===== src/rtl/acc_cpu_pkg.sv =====
// Shared definitions for the accumulator CPU: opcodes, FSM state encodings,
// ALU operation codes and the parameter legality check.
package acc_cpu_pkg;

   localparam int unsigned OP_WIDTH    = 4;
   localparam int unsigned STATE_WIDTH = 4;
   localparam int unsigned ALU_WIDTH   = 3;

   typedef enum logic [OP_WIDTH-1:0] {
      OP_LD   = 4'h0,
      OP_ST   = 4'h1,
      OP_ADD  = 4'h2,
      OP_SUB  = 4'h3,
      OP_AND  = 4'h4,
      OP_NOT  = 4'h5,
      OP_IN   = 4'h6,
      OP_OUT  = 4'h7,
      OP_JMP  = 4'h8,
      OP_JZ   = 4'h9,
      OP_PUSH = 4'hA,
      OP_POP  = 4'hB,
      OP_NOPC = 4'hC,
      OP_NOPD = 4'hD,
      OP_NOPE = 4'hE,
      OP_STOP = 4'hF
   } opcode_t;

   typedef enum logic [STATE_WIDTH-1:0] {
      S_FETCH  = 4'd0,
      S_WAIT_I = 4'd1,
      S_DECODE = 4'd2,
      S_READ   = 4'd3,
      S_WAIT_D = 4'd4,
      S_EXEC   = 4'd5,
      S_WRITE  = 4'd6,
      S_IO     = 4'd7,
      S_STOP   = 4'd8
   } state_t;

   typedef enum logic [ALU_WIDTH-1:0] {
      ALU_PASS = 3'd0,
      ALU_ADD  = 3'd1,
      ALU_SUB  = 3'd2,
      ALU_AND  = 3'd3,
      ALU_NOT  = 3'd4
   } alu_op_t;

   // The opcode field sits above the address field, so the word must hold both.
   function automatic bit widths_legal(int unsigned aw, int unsigned dw);
      return (aw > 0) && (dw >= aw + OP_WIDTH);
   endfunction

endpackage


===== src/rtl/acc_cpu_alu.sv =====
// Combinational ALU: pass operand, add, subtract, and, invert accumulator.
module acc_cpu_alu
   import acc_cpu_pkg::*;
#(
   parameter int unsigned WIDTH = 16
) (
   input  logic [ALU_WIDTH-1:0] op,
   input  logic [WIDTH-1:0]     a,
   input  logic [WIDTH-1:0]     b,
   output logic [WIDTH-1:0]     result_c
);

   always_comb begin
      result_c = b;
      case (op)
         ALU_PASS: result_c = b;
         ALU_ADD:  result_c = a + b;
         ALU_SUB:  result_c = a - b;
         ALU_AND:  result_c = a & b;
         ALU_NOT:  result_c = ~a;
         default:  result_c = b;
      endcase
   end

endmodule


===== src/rtl/acc_cpu_reg.sv =====
// Loadable register with synchronous active-high reset to a fixed value.
module acc_cpu_reg #(
   parameter int unsigned     WIDTH   = 8,
   parameter logic [WIDTH-1:0] RST_VAL = '0
) (
   input  logic             clk,
   input  logic             rst,
   input  logic             en,
   input  logic [WIDTH-1:0] d,
   output logic [WIDTH-1:0] q
);

   always_ff @(posedge clk) begin
      if (rst)     q <= RST_VAL;
      else if (en) q <= d;
   end

endmodule


===== src/rtl/acc_cpu.sv =====
// Multi-cycle accumulator CPU with synchronous external memory, a stack
// pointer and valid/ready input and output word ports.
module acc_cpu
   import acc_cpu_pkg::*;
#(
   parameter int unsigned ADDR_WIDTH = 6,
   parameter int unsigned DATA_WIDTH = 16,
   parameter int unsigned PC_START   = 8,
   parameter int unsigned SP_START   = 2**ADDR_WIDTH - 1
) (
   input  logic                  clk,
   input  logic                  rst,
   input  logic [DATA_WIDTH-1:0] mem_in,
   output logic                  mem_we,
   output logic [ADDR_WIDTH-1:0] mem_addr,
   output logic [DATA_WIDTH-1:0] mem_data,
   input  logic [DATA_WIDTH-1:0] in,
   input  logic                  in_valid,
   output logic                  in_ready,
   output logic [DATA_WIDTH-1:0] out,
   output logic                  out_valid,
   input  logic                  out_ready,
   output logic [ADDR_WIDTH-1:0] pc,
   output logic [ADDR_WIDTH-1:0] sp,
   output logic [DATA_WIDTH-1:0] acc,
   output logic                  halted,
   output logic [STATE_WIDTH-1:0] state
);

   if (!widths_legal(ADDR_WIDTH, DATA_WIDTH)) begin : g_bad_widths
      $fatal(1, "acc_cpu: DATA_WIDTH must be at least ADDR_WIDTH+4");
   end

   state_t                cur, nxt;
   logic [DATA_WIDTH-1:0] ir, alu_y;
   logic                  pc_en, sp_en, acc_en, ir_en;
   logic [ADDR_WIDTH-1:0] pc_d, sp_d, mem_addr_d;
   logic [DATA_WIDTH-1:0] acc_d, mem_data_d, out_d;
   logic                  mem_we_d, in_ready_d, out_valid_d, halted_d;
   opcode_t               dec_op, ir_op, alu_src;
   alu_op_t               alu_op;
   logic [ADDR_WIDTH-1:0] dec_a, ir_a;
   logic                  unused_bits;

   assign dec_op      = opcode_t'(mem_in[DATA_WIDTH-1 -: OP_WIDTH]);
   assign ir_op       = opcode_t'(ir[DATA_WIDTH-1 -: OP_WIDTH]);
   assign dec_a       = mem_in[ADDR_WIDTH-1:0];
   assign ir_a        = ir[ADDR_WIDTH-1:0];
   assign state       = cur;
   assign unused_bits = ^{ir, mem_in};

   acc_cpu_reg #(.WIDTH(ADDR_WIDTH), .RST_VAL(ADDR_WIDTH'(PC_START))) u_pc
      (.clk(clk), .rst(rst), .en(pc_en), .d(pc_d), .q(pc));
   acc_cpu_reg #(.WIDTH(ADDR_WIDTH), .RST_VAL(ADDR_WIDTH'(SP_START))) u_sp
      (.clk(clk), .rst(rst), .en(sp_en), .d(sp_d), .q(sp));
   acc_cpu_reg #(.WIDTH(DATA_WIDTH), .RST_VAL('0)) u_acc
      (.clk(clk), .rst(rst), .en(acc_en), .d(acc_d), .q(acc));
   acc_cpu_reg #(.WIDTH(DATA_WIDTH), .RST_VAL('0)) u_ir
      (.clk(clk), .rst(rst), .en(ir_en), .d(mem_in), .q(ir));

   // NOT finishes in DECODE before IR is loaded, so the opcode comes from mem_in there.
   always_comb begin
      alu_src = (cur == S_DECODE) ? dec_op : ir_op;
      case (alu_src)
         OP_ADD:  alu_op = ALU_ADD;
         OP_SUB:  alu_op = ALU_SUB;
         OP_AND:  alu_op = ALU_AND;
         OP_NOT:  alu_op = ALU_NOT;
         default: alu_op = ALU_PASS;
      endcase
   end

   acc_cpu_alu #(.WIDTH(DATA_WIDTH)) u_alu
      (.op(alu_op), .a(acc), .b(mem_in), .result_c(alu_y));

   always_comb begin
      nxt         = cur;
      pc_en       = 1'b0;
      pc_d        = pc + ADDR_WIDTH'(1);
      sp_en       = 1'b0;
      sp_d        = sp;
      acc_en      = 1'b0;
      acc_d       = alu_y;
      ir_en       = 1'b0;
      mem_we_d    = 1'b0;
      mem_addr_d  = mem_addr;
      mem_data_d  = mem_data;
      in_ready_d  = 1'b0;
      out_d       = out;
      out_valid_d = 1'b0;
      halted_d    = halted;
      case (cur)
         S_FETCH: begin
            mem_addr_d = pc;
            pc_en      = 1'b1;
            nxt        = S_WAIT_I;
         end
         S_WAIT_I: nxt = S_DECODE;
         S_DECODE: begin
            ir_en = 1'b1;
            nxt   = S_FETCH;
            case (dec_op)
               OP_LD, OP_ADD, OP_SUB, OP_AND: nxt = S_READ;
               OP_POP: begin
                  sp_en = 1'b1;
                  sp_d  = sp + ADDR_WIDTH'(1);
                  nxt   = S_READ;
               end
               OP_ST, OP_PUSH: begin
                  mem_we_d   = 1'b1;
                  mem_addr_d = (dec_op == OP_PUSH) ? sp : dec_a;
                  mem_data_d = acc;
                  nxt        = S_WRITE;
               end
               OP_NOT: acc_en = 1'b1;
               OP_IN: begin
                  in_ready_d = 1'b1;
                  nxt        = S_IO;
               end
               OP_OUT: begin
                  out_d       = acc;
                  out_valid_d = 1'b1;
                  nxt         = S_IO;
               end
               OP_JMP: begin
                  pc_en = 1'b1;
                  pc_d  = dec_a;
               end
               OP_JZ: begin
                  pc_en = (acc == '0);
                  pc_d  = dec_a;
               end
               OP_STOP: begin
                  halted_d = 1'b1;
                  nxt      = S_STOP;
               end
               default: nxt = S_FETCH;
            endcase
         end
         S_READ: begin
            mem_addr_d = (ir_op == OP_POP) ? sp : ir_a;
            nxt        = S_WAIT_D;
         end
         S_WAIT_D: nxt = S_EXEC;
         S_EXEC: begin
            acc_en = 1'b1;
            nxt    = S_FETCH;
         end
         S_WRITE: begin
            sp_en = (ir_op == OP_PUSH);
            sp_d  = sp - ADDR_WIDTH'(1);
            nxt   = S_FETCH;
         end
         S_IO: begin
            if (ir_op == OP_IN) begin
               if (in_valid) begin
                  acc_en = 1'b1;
                  acc_d  = in;
                  nxt    = S_FETCH;
               end else begin
                  in_ready_d = 1'b1;
               end
            end else if (out_ready) begin
               nxt = S_FETCH;
            end else begin
               out_valid_d = 1'b1;
            end
         end
         S_STOP: nxt = S_STOP;
         default: nxt = S_FETCH;
      endcase
   end

   always_ff @(posedge clk) begin
      if (rst) begin
         cur       <= S_FETCH;
         mem_we    <= 1'b0;
         mem_addr  <= '0;
         mem_data  <= '0;
         in_ready  <= 1'b0;
         out       <= '0;
         out_valid <= 1'b0;
         halted    <= 1'b0;
      end else begin
         cur       <= nxt;
         mem_we    <= mem_we_d;
         mem_addr  <= mem_addr_d;
         mem_data  <= mem_data_d;
         in_ready  <= in_ready_d;
         out       <= out_d;
         out_valid <= out_valid_d;
         halted    <= halted_d;
      end
   end

endmodule

===== config.mk =====
export PLATFORM = sky130hd
export DESIGN_NAME = acc_cpu
export DESIGN_NICKNAME = d
export VERILOG_FILES = /design/src/rtl/acc_cpu_pkg.sv /design/src/rtl/acc_cpu_alu.sv /design/src/rtl/acc_cpu_reg.sv /design/src/rtl/acc_cpu.sv
export SDC_FILE = /design/constraint.sdc
export NUM_CORES = 1
export LEC_CHECK = 0
export BUFFER_PORTS_ARGS = -buffer_cell sky130_fd_sc_hd__buf_4
export CORE_ASPECT_RATIO = 1.1
export CORE_MARGIN = 8
export CORE_UTILIZATION = 36
export CTS_CLUSTER_DIAMETER = 100
export DETAILED_ROUTE_END_ITERATION = 12
export GPL_TIMING_DRIVEN = 1
export PLACE_DENSITY = 0.55
export SLEW_MARGIN = 20
export SYNTH_ARGS = -nofsm -noshare
export SYNTH_HDL_FRONTEND = slang
export SYNTH_SLANG_ARGS = --single-unit

===== constraint.sdc =====
create_clock -name clk -period 3.5 [get_ports clk]
set_input_delay 0.525 -clock clk [delete_from_list [all_inputs] [get_ports clk]]
set_output_delay 0.525 -clock clk [all_outputs]
set_load 0.01 [all_outputs]

* Word-level counts from Yosys, hierarchy flattened
Index checks and enable logic that the tools add are counted.
** Storage, ports and cells
- Flip-flop bits (word level) :: 90
- Input port bits :: 36
- Output and inout bits :: 74
- Logic and storage cells :: 108
** Cells by class
- $add $sub $neg :: 5
- Equal/unequal tests :: 35
- Mux-type cells :: 37
- Bitwise gates (word level) :: 3
- Reduce and logical (&&, ||, !) cells :: 16
** Operators by type and width (count)
- $pmux 16 s4 :: 1
- $mux 16 :: 3
- $eq 4x3->1 const B :: 11
- $mux 6 :: 6
- $eq 4x4->1 const B :: 8
- $pmux 4 s7 :: 1
- $eq 4x2->1 const B :: 6
- $pmux 6 s3 :: 1
- $add 16x16->16 :: 1
- $and 16x16->16 :: 1
- $logic_not 16->1 :: 1
- $mux 4 :: 4
- $not 16->16 :: 1
- $pmux 4 s4 :: 1
- $sub 16x16->16 :: 1
- $add 6x1->6 const B :: 2
- $mux 1 :: 12
- $pmux 3 s4 :: 1
- $pmux 6 s2 :: 1
- $pmux 1 s2 :: 5
- $reduce_and 2->1 :: 5
- $eq 4x1->1 const B :: 2
- $logic_not 4->1 :: 2
- $reduce_or 2->1 :: 4
- other kinds (12) :: 15

* Logic depth before layout (Yosys ltp)
Gate-level depths: netlist of the first run.
- Depth in word-level cells :: 9
- Mapped depth :: 16
- Gate-level depth less buffers :: 15

* Cells and area by module
From an unflattened synthesis of the first run, not the netlist that was laid out.
** Unflattened totals
- Cells, all modules :: 758
- Area, all modules :: 6241.0 µm²
** Modules (own cells, without submodules)
- acc_cpu :: instances 1, cells each 362, area an instance 2970.3 µm², sequential area each 920.9 µm²
- acc_cpu_alu :: instances 1, cells each 254, area an instance 1661.6 µm², sequential area each 0.0 µm²
- acc_cpu_reg (u_acc ...) :: instances 2, cells each 52, area an instance 580.6 µm², sequential area each 320.3 µm²
- acc_cpu_reg (u_sp) :: instances 1, cells each 19, area an instance 232.7 µm², sequential area each 120.1 µm²
- acc_cpu_reg (u_pc) :: instances 1, cells each 19, area an instance 215.2 µm², sequential area each 120.1 µm²

* Worst setup path after synthesis of the first run
OpenSTA, ideal clock, no wires.
- Kind :: register to register
- From :: register cur[2], in the netlist state[2]
- To :: register u_acc.q[13]
- Library setup time :: 0.130 ns
- Data arrival time :: 3.663 ns
- Required time :: 3.370 ns
- Setup slack :: -0.293 ns
- Cell stages (with the launch flop) :: 16
- Buffers on the path :: 2
- Period minus slack after synthesis :: 3.793 ns
- Path through :: dfxtp_1 buf_2 nor4b_4 buf_4 mux2_4 nor2_1 a21oi_1 xnor2_1 ha_1 and3_1 a221oi_1 nor4b_1 o31ai_1 xor2_1 a2111oi_0 nor4_1
** Between the ends
- Word-level cells in the longest chain between the ends :: 9
- Elaborated cells between the ends (all ways) :: 18
- Those cells by class :: 11 x eq/ne; 7 x mux
** RTL lines
- start: declaration :: RTL line acc_cpu.sv:34 : state_t cur, nxt;
- start signal: assignment :: RTL line acc_cpu.sv:185 : cur <= nxt;
- $eq 4x2->1 :: RTL line acc_cpu.sv:63, acc_cpu.sv:92
- $mux 4 :: RTL line acc_cpu.sv:63 : alu_src = (cur == S_DECODE) ? dec_op : ir_op;
- $eq 4x3->1 or $eq 4x2->1 (tied branches) :: RTL line acc_cpu.sv:64 : case (alu_src)
- $pmux 3 s4 :: RTL line acc_cpu.sv:64
- $eq 3x3->1 (tied with other cells) :: RTL line acc_cpu_alu.sv:15 : case (op)
- $pmux 16 s4 :: RTL line acc_cpu_alu.sv:15
- $mux 16 :: RTL line acc_cpu.sv:156 : if (in_valid) begin
- $mux 16 :: RTL line acc_cpu.sv:155 : if (ir_op == OP_IN) begin
- $mux 16 :: RTL line acc_cpu.sv:92 : case (cur)
- end signal: assignment :: RTL line acc_cpu_reg.sv:14 : if (rst) q <= RST_VAL;
- end signal: assignment :: RTL line acc_cpu_reg.sv:15 : else if (en) q <= d;
- end: declaration :: RTL line acc_cpu_reg.sv:10 : output logic [WIDTH-1:0] q
Several ways; a longest one is shown, not always the timed one.
A chain may end at the register's enable or synchronous reset.

* Final worst setup path of the first run
Same ends and word-level chain as after synthesis.

==> reports/results.txt, run 1 <==
Critical-path cell list = nor4b_4 > buf_12 > mux2_4 > nor2_4 > nor2_2 > xnor2_1 > ha_1 > buf_4 > nand3b_1 > a21boi_1 > buf_4 > nor4b_4 > o31ai_2 > xor2_1 > a2111oi_2 > nor4_1
Sequential element share of the synthesized area = 0.312
IO buf count = 109
Syn nets = 746
Gr usage total = 0.201
Slew of the pin with the lowest slew margin = 1050 ps
Die width = 133 um
Final worst-path cycle share = 0.989
Final setup TNS = 0 ps
Final instance area = 7400 um^2
Average cell area after synthesis = 7.86 um^2
EDFF count, synth = 0
Yosys top cell area share = 0.312
Hold crit path type = in2reg
Critical path class = reg2reg
P&R area growth vs syn = 37.3%
Top cells by area, synth = dfxtp_1 31%, a21oi_1 6.6%, mux2i_1 6.3%
Crit-path max FO = 7
Crit path required time = 3720 ps
Post-Layout Cell Count = 1049
CTS tree = yes
CTS sink cnt = 84
Max VDD drop = 0.227 mV
First-pass GRT wire length = 30500 um
Post-CTS Hold Buffers = 0
H-tree depth = 3
Fin Clk Skew = 4.92 ps
HPWL after DPL = 14300 um
Max cap viols = 0
Die outline height = 144 um
Minimum clock period = 3460 ps
Place WS = -182 ps
Ports = 110
DP Area = 6950 um^2
PwrDens = 369 nW/um^2
Leakage Power = 0.00314 uW
Worst stage delay on the critical path = 340 ps
Vias per inst = 5.39
Vias in the first global route = 5704
Remaining DRCs = 0
RSZ-0062 raised after global routing = yes
Synth cell types = 71
Initial antenna violation count = 0
Arr. time, crit path = 3680 ps
Fin. max-slew vios = 0
Global route overflow = 0
Starting density of the core = 0.362
Final worst slack = 38.0 ps
Status = finished, final reports clean
DR iter-0 viols = 363
Cells after synthesis = 686
Avg WL per Cell = 18.2 um
Post-synth ARST share = 0
# rows = 47
Critical Path Start Type = flip-flop
Post-Syn Area = 5390 um^2
#FFs+latches synth = 84
Final setup viols = 0
DIE AREA = 19100 um^2
Ys flop type = dfxtp_1
Largest net degree at the start of global routing = 42
Ant diodes = 0
Syn. warnings = 0
GPL Wtd Cong = 0.909
Root Buffer = clkbuf_16
Fmax = 289 MHz
DP Cell Count = 1029
CTS buffer count = 9
Core footprint = 14900 um^2
Hold Vio Cnt, Final = 0
Antenna Nets Post-Route = 0
Clock Path Buffers = 2
Final Util = 0.497
Max_slew headroom = 0.303
Final #Nets = 909
Share of cells above drive strength 1 = 0.295
CTS clk-pin slew, worst paths = 60 ps
DRT Pass-1 Iters = 5
Via count = 5657
Total routed wirelength = 19100 um
Worst Setup End Kind = flip-flop
Slowest stage cell, crit path = nor4b_4
Clock latency on the worst-skew pair = 350 ps
Cell taking the most area after synthesis = dfxtp_1
## worst max-delay path: cells and delay by family, from the launching register on
| kind | cells | cell delay, ps |
|---|---|---|
| DFF | 1 | 330 |
| and+or+nand+nor | 6 | 1060 |
| adders and majority gates | 1 | 310 |
| buffers and inverters | 3 | 490 |
| xor gates and xnor gates | 2 | 290 |
| AOI/OAI and AO/OA | 3 | 520 |
| muxes | 1 | 320 |
## report_power, final
group | switching (uW) | internal (uW)
clock | 400 | 659
combinational | 344 | 300
sequential | 33.6 | 991
total | 777 | 1950
## cell usage after synthesis (all sizes together) (5+ instances only)
master / number
buf: 17
nand2: 89
a221oi: 9
o211ai: 7
nor4: 17
o221ai: 13
o21ai: 22
nor3b: 5
nand3: 10
or2: 5
o31ai: 5
a21o: 17
nand2b: 14
nor2b: 8
ha: 22
nor3: 21
clkbuf: 25
xor2: 12
nor2: 77
inv: 19
xnor2: 19
a21oi: 72
dfxtp: 84
mux2i: 34
## logic make-up (layout without fill, tap and decap cells)
group	count (synthesis)	count (layout)	share of synthesized area
multiplexers	38	38	0.0722
flip-flops	84	84	0.312
AND/OR/NAND/NOR	271	271	0.242
buffers and inverters	62	229	0.0529
adder cells (fa/ha/maj)	24	24	0.0585
AO/OA/AOI/OAI	176	176	0.212
XOR/XNOR	31	31	0.0504
## sequential cells by signal, indices dropped and copies added, names as in the netlist
name	cells
u_pc.q	6
mem_addr	6
state	4
mem_data	16
in_ready	1
u_acc.q	16
mem_we	1
out	16
u_sp.q	6
halted	1
out_valid	1
u_ir.q	10
## per-stage QoR
stage / power, uW / hold slack, ps
floorplan: 1410 / 436
global placement: 1650 / 439
detailed placement: 1660 / 446
CTS: 2720 / 419
global route: 2860 / 430
finish: 2730 / 424
## area by class of cell
cell class	count	area, um^2
Clock buffer	11	253
Timing Repair Buffer	194	1490
Multi-Input combinational cell	540	3580
Clock inverter	4	72.6
Fill cell	1461	7480
Sequential cell	84	1680
Inverter	20	75.1
Tap cell	196	245
## layer usage
layer / vias up / track usage / routed length, um
met5: - / 0 / 0
met4: 0 / 0.0969 / 562
met3: 36 / 0.0445 / 1110
met2: 181 / 0.348 / 9510
met1: 2669 / 0.231 / 7930
li1: 2771 / - / -
## layout by cell type (no fill, tap or decap), types with 4 or more instances in the layout
cell,count
buf_4,191
nand2_1,87
dfxtp_1,83
nor2_1,73
a21oi_1,71
mux2i_1,32
ha_1,22
nor3_1,20
inv_1,19
o21ai_0,18
xnor2_1,18
a21o_1,17
nor4_1,16
nand2b_1,14
o221ai_1,13
xor2_1,12
nand3_1,10
clkbuf_16,9
nor2b_1,8
o211ai_1,7
a221oi_1,6
nor3b_1,4
o31ai_1,4
nand3b_1,4
or2_2,4
o21a_1,4
## path summary, 6_finish.rpt
| check | from | end | slack [ps] | depth (start not counted) |
|---|---|---|---|---|
| hold / removal | in[8] | u_acc.q[8]$_SDFFE_PP0P_ | 420 | 3 |
| hold reg to reg | halted$_SDFFE_PP0P_ | halted$_SDFFE_PP0P_ | 450 | 2 |
| setup reg to reg | state[2]$_SDFFE_PP0P_ | u_acc.q[13]$_SDFFE_PP0P_ | 40 | 16 |
| setup / recovery | state[2]$_SDFFE_PP0P_ | u_acc.q[13]$_SDFFE_PP0P_ | 40 | 16 |
## what timing repair did
item / CTS / global route
endpoints found under the setup margin: 2 / 8
pin swaps: 1 / 11
setup buffers: 0 / 5
resized for setup: 1 / 21
No activity file was read; power rests on OpenSTA's default activity.
==> run 2, diff against run 1 <==
--- a/config.mk
+++ b/config.mk
@@ -5,14 +5,16 @@
 export SDC_FILE = /design/constraint.sdc
 export NUM_CORES = 1
 export LEC_CHECK = 0
+export ABC_AREA = 1
 export BUFFER_PORTS_ARGS = -buffer_cell sky130_fd_sc_hd__buf_4
 export CORE_ASPECT_RATIO = 1.1
 export CORE_MARGIN = 8
 export CORE_UTILIZATION = 36
 export CTS_CLUSTER_DIAMETER = 100
 export DETAILED_ROUTE_END_ITERATION = 12
+export GPL_ROUTABILITY_DRIVEN = 0
 export GPL_TIMING_DRIVEN = 1
-export PLACE_DENSITY = 0.55
+export PLACE_DENSITY = 0.56
 export SLEW_MARGIN = 20
 export SYNTH_ARGS = -nofsm -noshare
 export SYNTH_HDL_FRONTEND = slang
==> run 2 against run 1 <==
Net effect: final cell count increased by 3.2%; synthesized cell count increased by 14%; flip-flop and latch count unchanged; sequential power increased by 5%; maximum frequency increased by 7.9%; worst hold slack improved by 20 ps; sequential share of layout area increased by 2.6 points; critical endpoint is now u_acc.q[11]$_SDFFE_PP0P_.
==> reports/results.txt, run 2 <==
Antenna Nets Post-Route = 0
Clock Path Buffers = 2
DP Area = 6320 um^2
DIE AREA = 18900 um^2
Gr usage total = 0.191
Total routed wirelength = 18200 um
Via count = 5504
Reg2reg end = u_acc.q[11]$_SDFFE_PP0P_
HPWL after DPL = 13700 um
RSZ-0062 raised after global routing = no
Place WS = 128 ps
Largest net degree at the start of global routing = 34
Final #Nets = 946
Commonest non-fill, non-tap cell in the layout = nand2_1
Critical Path Start Type = flip-flop
Largest regs = mem_data x16, out x16, u_acc.q x16
Max cap viols = 0
Remaining DRCs = 0
Minimum clock period = 3210 ps
Ys flop type = dfxtp_1
Core footprint = 14400 um^2
IO buf count = 109
#FFs+latches synth = 84
Most frequent cell after synthesis = nand2_1
Hold_sp = in[4]
Cell taking the most area after synthesis = dfxtp_1
Yosys top cell area share = 0.317
Post-synth ARST share = 0
Sequential element share of the synthesized area = 0.317
DR iter-0 viols = 442
Fin. max-slew vios = 0
Post-CTS Setup Inserts = 0
Syn nets = 845
CTS clk-pin slew, worst paths = 70 ps
Leakage Power = 0.00319 uW
Share of cells above drive strength 1 = 0.200
Ports = 110
Worst Setup End Kind = flip-flop
Slew of the pin with the lowest slew margin = 926 ps
Ant diodes = 0
Final worst slack = 293 ps
Fmax = 312 MHz
Fillers = 1544
Crit-path max FO = 9
Hold slack final = 444 ps
R2r setup slk = 290 ps
XOR/XNOR share of the synthesized area = 0.0363
Top cells by count, synth = 134 x nand2_1, 116 x a21oi_1, 84 x dfxtp_1
Final setup TNS = 0 ps
Cells after synthesis = 785
Avg WL per Cell = 16.8 um
Crit path required time = 3790 ps
Hold crit path type = in2reg
Most frequent cells in the layout = 133 x nand2_1, 121 x buf_4, 116 x a21oi_1
Max VDD drop = 0.213 mV
Critical path class = reg2reg
Hold Vio Cnt, Final = 0
Mux cell area share after synthesis = 0
Syn. warnings = 0
Average cell area after synthesis = 6.76 um^2
Top cells by area, synth = dfxtp_1 32%, a21oi_1 11%, nand2_1 9.5%
Die outline height = 143 um
Final Util = 0.460
Fin Clk Skew = 7.34 ps
Sequential cell area = 1680 um^2
EDFF count, synth = 0
Reg2reg start = state[1]$_SDFFE_PP0P_
Vias per inst = 5.08
Final worst-path cycle share = 0.916
Post-Syn Area = 5310 um^2
Worst r2r path cells = 20
Initial antenna violation count = 0
Die width = 132 um
DRT Pass-1 Iters = 5
Synth cell types = 45
Synth Area in Simple Gates = 0.236
Hold EP = u_acc.q[4]$_SDFFE_PP0P_
Final setup viols = 0
PwrDens = 432 nW/um^2
CTS sink cnt = 84
CTS tree = yes
Root Buffer = clkbuf_16
Final instance area = 6640 um^2
Largest family of logic cells by synthesized area = compound AO/OA/AOI/OAI gates
CTS buffer count = 9
Hold Crit Depth = 3
Global route overflow = 0
Arr. time, crit path = 3490 ps
First-pass GRT wire length = 28600 um
P&R area growth vs syn = 25.1%
Starting density of the core = 0.367
H-tree depth = 3
Status = finished, final reports clean
Clock latency on the worst-skew pair = 360 ps
Max_slew headroom = 0.378
Vias in the first global route = 5168
# rows = 46
Synth Area in Adders = 0.0594
Post-synthesis compound-gate area fraction = 0.262
Area of the multi-input gates = 3160 um^2
## run 2: cell types whose count changed in the layout (fill, tap and decap cells not counted), moves of 14 or more
| cell | previous run | this run |
|---|---|---|
| nor4_1 | 16 | 1 |
| buf_4 | 191 | 121 |
| a21oi_1 | 71 | 116 |
| inv_1 | 19 | 70 |
| nand2_1 | 87 | 133 |
| nor2_1 | 73 | 58 |
| a21o_1 | 17 | 1 |
| mux2i_1 | 32 | 0 |
| nand3_1 | 10 | 38 |
| nand2b_1 | 14 | 0 |
| o21ai_1 | 2 | 34 |
| o21ai_0 | 18 | 79 |
## run 2: layer usage
| layer | global-route usage | part of all wire | vias up |
|---|---|---|---|
| li1 | - | - | 2860 |
| met1 | 0.236 | 0.45 | 2495 |
| met2 | 0.328 | 0.49 | 136 |
| met3 | 0.0429 | 0.048 | 13 |
| met4 | 0.0496 | 0.011 | 0 |
| met5 | 0 | 0 | - |
## run 2: repair_timing
item,4_1_cts,5_1_grt
resized for setup,0,2
endpoints found under the setup margin,0,4
hold buffers,0,0
## run 2: power by group
group          internal, uW  leakage (uW)  switching (uW)
logic                   294       0.00235             464
clock network           575      0.000153             463
registers              1020      0.000682            55.3
## run 2: logic make-up after synthesis
group | count (synthesis)
AOI/OAI and AO/OA | 263
adders and majority gates | 24
xor gates and xnor gates | 22
and+or+nand+nor | 276
buffers and inverters | 116
DFF | 84
## run 2: worst max-delay path by stage
| stage | to | startpoint |
|---|---|---|
| after detailed placement | u_acc.q[15]$_SDFFE_PP0P_ | mem_in[0] |
| after global routing | u_acc.q[9]$_SDFFE_PP0P_ | state[1]$_SDFFE_PP0P_ |
| after CTS | u_acc.q[11]$_SDFFE_PP0P_ | state[0]$_SDFFE_PP0P_ |
| final | u_acc.q[11]$_SDFFE_PP0P_ | state[1]$_SDFFE_PP0P_ |
| after floorplan | u_acc.q[15]$_SDFFE_PP0P_ | mem_in[1] |
| after global placement | u_acc.q[15]$_SDFFE_PP0P_ | mem_in[0] |
## run 2: metrics by stage
| stage | total power [uW] | std cells |
|---|---|---|
| floorplan | 1590 | 785 |
| global placement | 1850 | 1067 |
| detailed placement | 1850 | 1067 |
| CTS | 2890 | 1083 |
| global route | 3040 | 1083 |
| finish | 2870 | 1083 |
## run 2: worst max-delay path, stage by stage, from the launching register on
cell and delay, ps:
dfxtp_1 340, inv_2 100, nor2_8 130, nand2_2 170
nand2_2 110, nand2_2 70, nor2_4 140, nand2_1 100
inv_2 120, nor2_1 60, xor2_1 160, ha_1 340
a21oi_1 260, a21boi_0 260, nand2_2 160, a21oi_1 200
or2_2 130, nand3_1 50, nand2_1 70, nand2_1 40
a21oi_1 120
## run 2: cell type report
cell class,count,share of cell area
Clock inverter,7,0.0141
Sequential cell,84,0.253
Tap cell,192,0.0362
Multi-Input combinational cell,585,0.475
Inverter,84,0.0475
Clock buffer,9,0.0339
Timing Repair Buffer,122,0.140
==> run 3, diff against run 2 <==
--- a/config.mk
+++ b/config.mk
@@ -5,7 +5,6 @@
 export SDC_FILE = /design/constraint.sdc
 export NUM_CORES = 1
 export LEC_CHECK = 0
-export ABC_AREA = 1
 export BUFFER_PORTS_ARGS = -buffer_cell sky130_fd_sc_hd__buf_4
 export CORE_ASPECT_RATIO = 1.1
 export CORE_MARGIN = 8
@@ -14,8 +13,9 @@
 export DETAILED_ROUTE_END_ITERATION = 12
 export GPL_ROUTABILITY_DRIVEN = 0
 export GPL_TIMING_DRIVEN = 1
-export PLACE_DENSITY = 0.56
+export PLACE_DENSITY = 0.55
 export SLEW_MARGIN = 20
 export SYNTH_ARGS = -nofsm -noshare
 export SYNTH_HDL_FRONTEND = slang
 export SYNTH_SLANG_ARGS = --single-unit
+export TNS_END_PERCENT = 5
==> run 3 against run 2 <==
Net effect: the flow now finishes with violations (negative setup slack); final cell count is 3.5% lower; design area is 10% higher; core utilization is 3.1 points higher; first-iteration DRC count is 31% lower; setup slack worse by 340 ps; die area is 1.4% higher; critical path depth is 4 lower.
==> reports/results.txt, run 3 (synthesized netlist as in run 1, its figures left out) <==
DRT Pass-1 Iters = 4
Worst Setup End Kind = flip-flop
Slew of the pin with the lowest slew margin = 1080 ps
Largest net degree at the start of global routing = 42
Max VDD drop = 0.201 mV
# rows = 47
Final worst slack = -43.7 ps
Remaining DRCs = 0
Root Buffer = clkbuf_16
Core footprint = 14900 um^2
Final Util = 0.491
CTS tree = yes
Ant diodes = 0
Commonest non-fill, non-tap cell in the layout = buf_4
First-pass GRT wire length = 29300 um
Hold slack final = 435 ps
Final worst-path cycle share = 1.01
DIE AREA = 19100 um^2
Leakage Power = 0.00311 uW
Switch Pwr = 755 uW
Ports = 110
DP Area = 6880 um^2
Sw Share = 0.289
Fin. max-slew vios = 0
Die width = 133 um
H-tree depth = 3
Hold Vio Cnt, Final = 0
Reg power frac = 0.393
Status = complete, but fails checks
Most frequent cells in the layout = 188 x buf_4, 88 x nand2_1, 83 x dfxtp_1
Final #Nets = 905
Avg WL per Cell = 18.0 um
Crit-path max FO = 7
IO buf count = 109
Crit path required time = 3710 ps
DR iter-0 viols = 305
Fillers = 1463
Final setup viols = 1
Minimum clock period = 3540 ps
CTS sink cnt = 84
Logic gate share of total power = 0.243
Failing checks = negative setup slack
Vias in the first global route = 5537
CTS clk-pin slew, worst paths = 60 ps
Max_slew headroom = 0.277
Critical path class = reg2reg
Total routed wirelength = 18800 um
Initial antenna violation count = 0
Gr usage total = 0.192
Clock Path Buffers = 2
Critical Path Start Type = flip-flop
Arr. time, crit path = 3750 ps
Clock latency on the worst-skew pair = 350 ps
Largest regs = mem_data x16, out x16, u_acc.q x16
Via count = 5597
Antenna Nets Post-Route = 0
Final instance area = 7300 um^2
PwrDens = 357 nW/um^2
Hold crit path type = in2reg
Clk pwr share = 0.364
CTS buffer count = 9
P&R area growth vs syn = 35.5%
Starting density of the core = 0.362
Global route overflow = 0
HPWL after DPL = 13900 um
Die outline height = 144 um
Max cap viols = 0
Vias per inst = 5.36
RSZ-0062 raised after global routing = yes
Int Pwr = 1850 uW
Fin Clk Skew = 6.11 ps
Fmax = 282 MHz
Share of cells above drive strength 1 = 0.285
[run 3: final cells by class]
type	count	area [um^2]	share of cell area
clock buffer	13	250	0.0343
clock inverter	2	35.0	0.00480
inverter	20	75.1	0.0103
multi-input combinational	540	3570	0.489
sequential	84	1680	0.230
tap	196	245	0.0336
timing repair buffer	190	1440	0.197
[run 3: critical path: stages (launching register included)]
cell,delay [ps]
dfxtp_2,330
nor4b_4,330
buf_12,170
mux2_4,320
nor2_4,130
buf_6,120
nor2_1,40
xnor2_1,130
ha_1,320
and3_4,190
a21boi_1,130
buf_4,150
nor4b_4,330
o31ai_2,100
xor2_1,160
a2111oi_2,370
nor4_1,70
[run 3: routing by layer]
metal,track usage,vias to the layer above,wire length [um]
met1,0.223,2666,8090
met3,0.0382,25,825
li1,-,2767,-
met2,0.344,139,9460
met5,0,-,0
met4,0.0736,0,378
[run 3: power by group through the flow]
stage / Combinational, uW / Clock (uW) / Sequential, uW
finish: 634 / 949 / 1030
global placement: 598 / 0 / 1040
detailed placement: 607 / 0 / 1040
CTS: 612 / 979 / 1020
global route: 693 / 1010 / 1030
floorplan: 355 / 0 / 1060
[run 3: worst paths after layout]
check	slack [ps]	to	startpoint	cells after the start
worst max-delay path	-40	u_acc.q[13]$_SDFFE_PP0P_	state[2]$_SDFFE_PP0P_	16
worst min-delay path	430	u_acc.q[4]$_SDFFE_PP0P_	in[4]	3
worst max register to register	-40	u_acc.q[13]$_SDFFE_PP0P_	state[2]$_SDFFE_PP0P_	16
worst min register to register	450	halted$_SDFFE_PP0P_	halted$_SDFFE_PP0P_	2
[run 3: through the flow]
stage	std cells	total power [uW]	setup slack (ps)	setup TNS, ps
4_1_cts	1039	2620	11.3	0
5_1_grt	1045	2740	-238	-907
2_1_floorplan	686	1410	5.32	0
6_report	1045	2610	-43.7	-43.7
3_5_place_dp	1024	1650	-170	-560
3_3_place_gp	1024	1640	-154	-449
[run 3: repair_timing]
item / in CTS / in global routing
hold buffers: 0 / 0
pin swaps: 0 / 15
setup buffers: 0 / 6
endpoints found under the setup margin: 1 / 9
gates resized for setup: 1 / 17
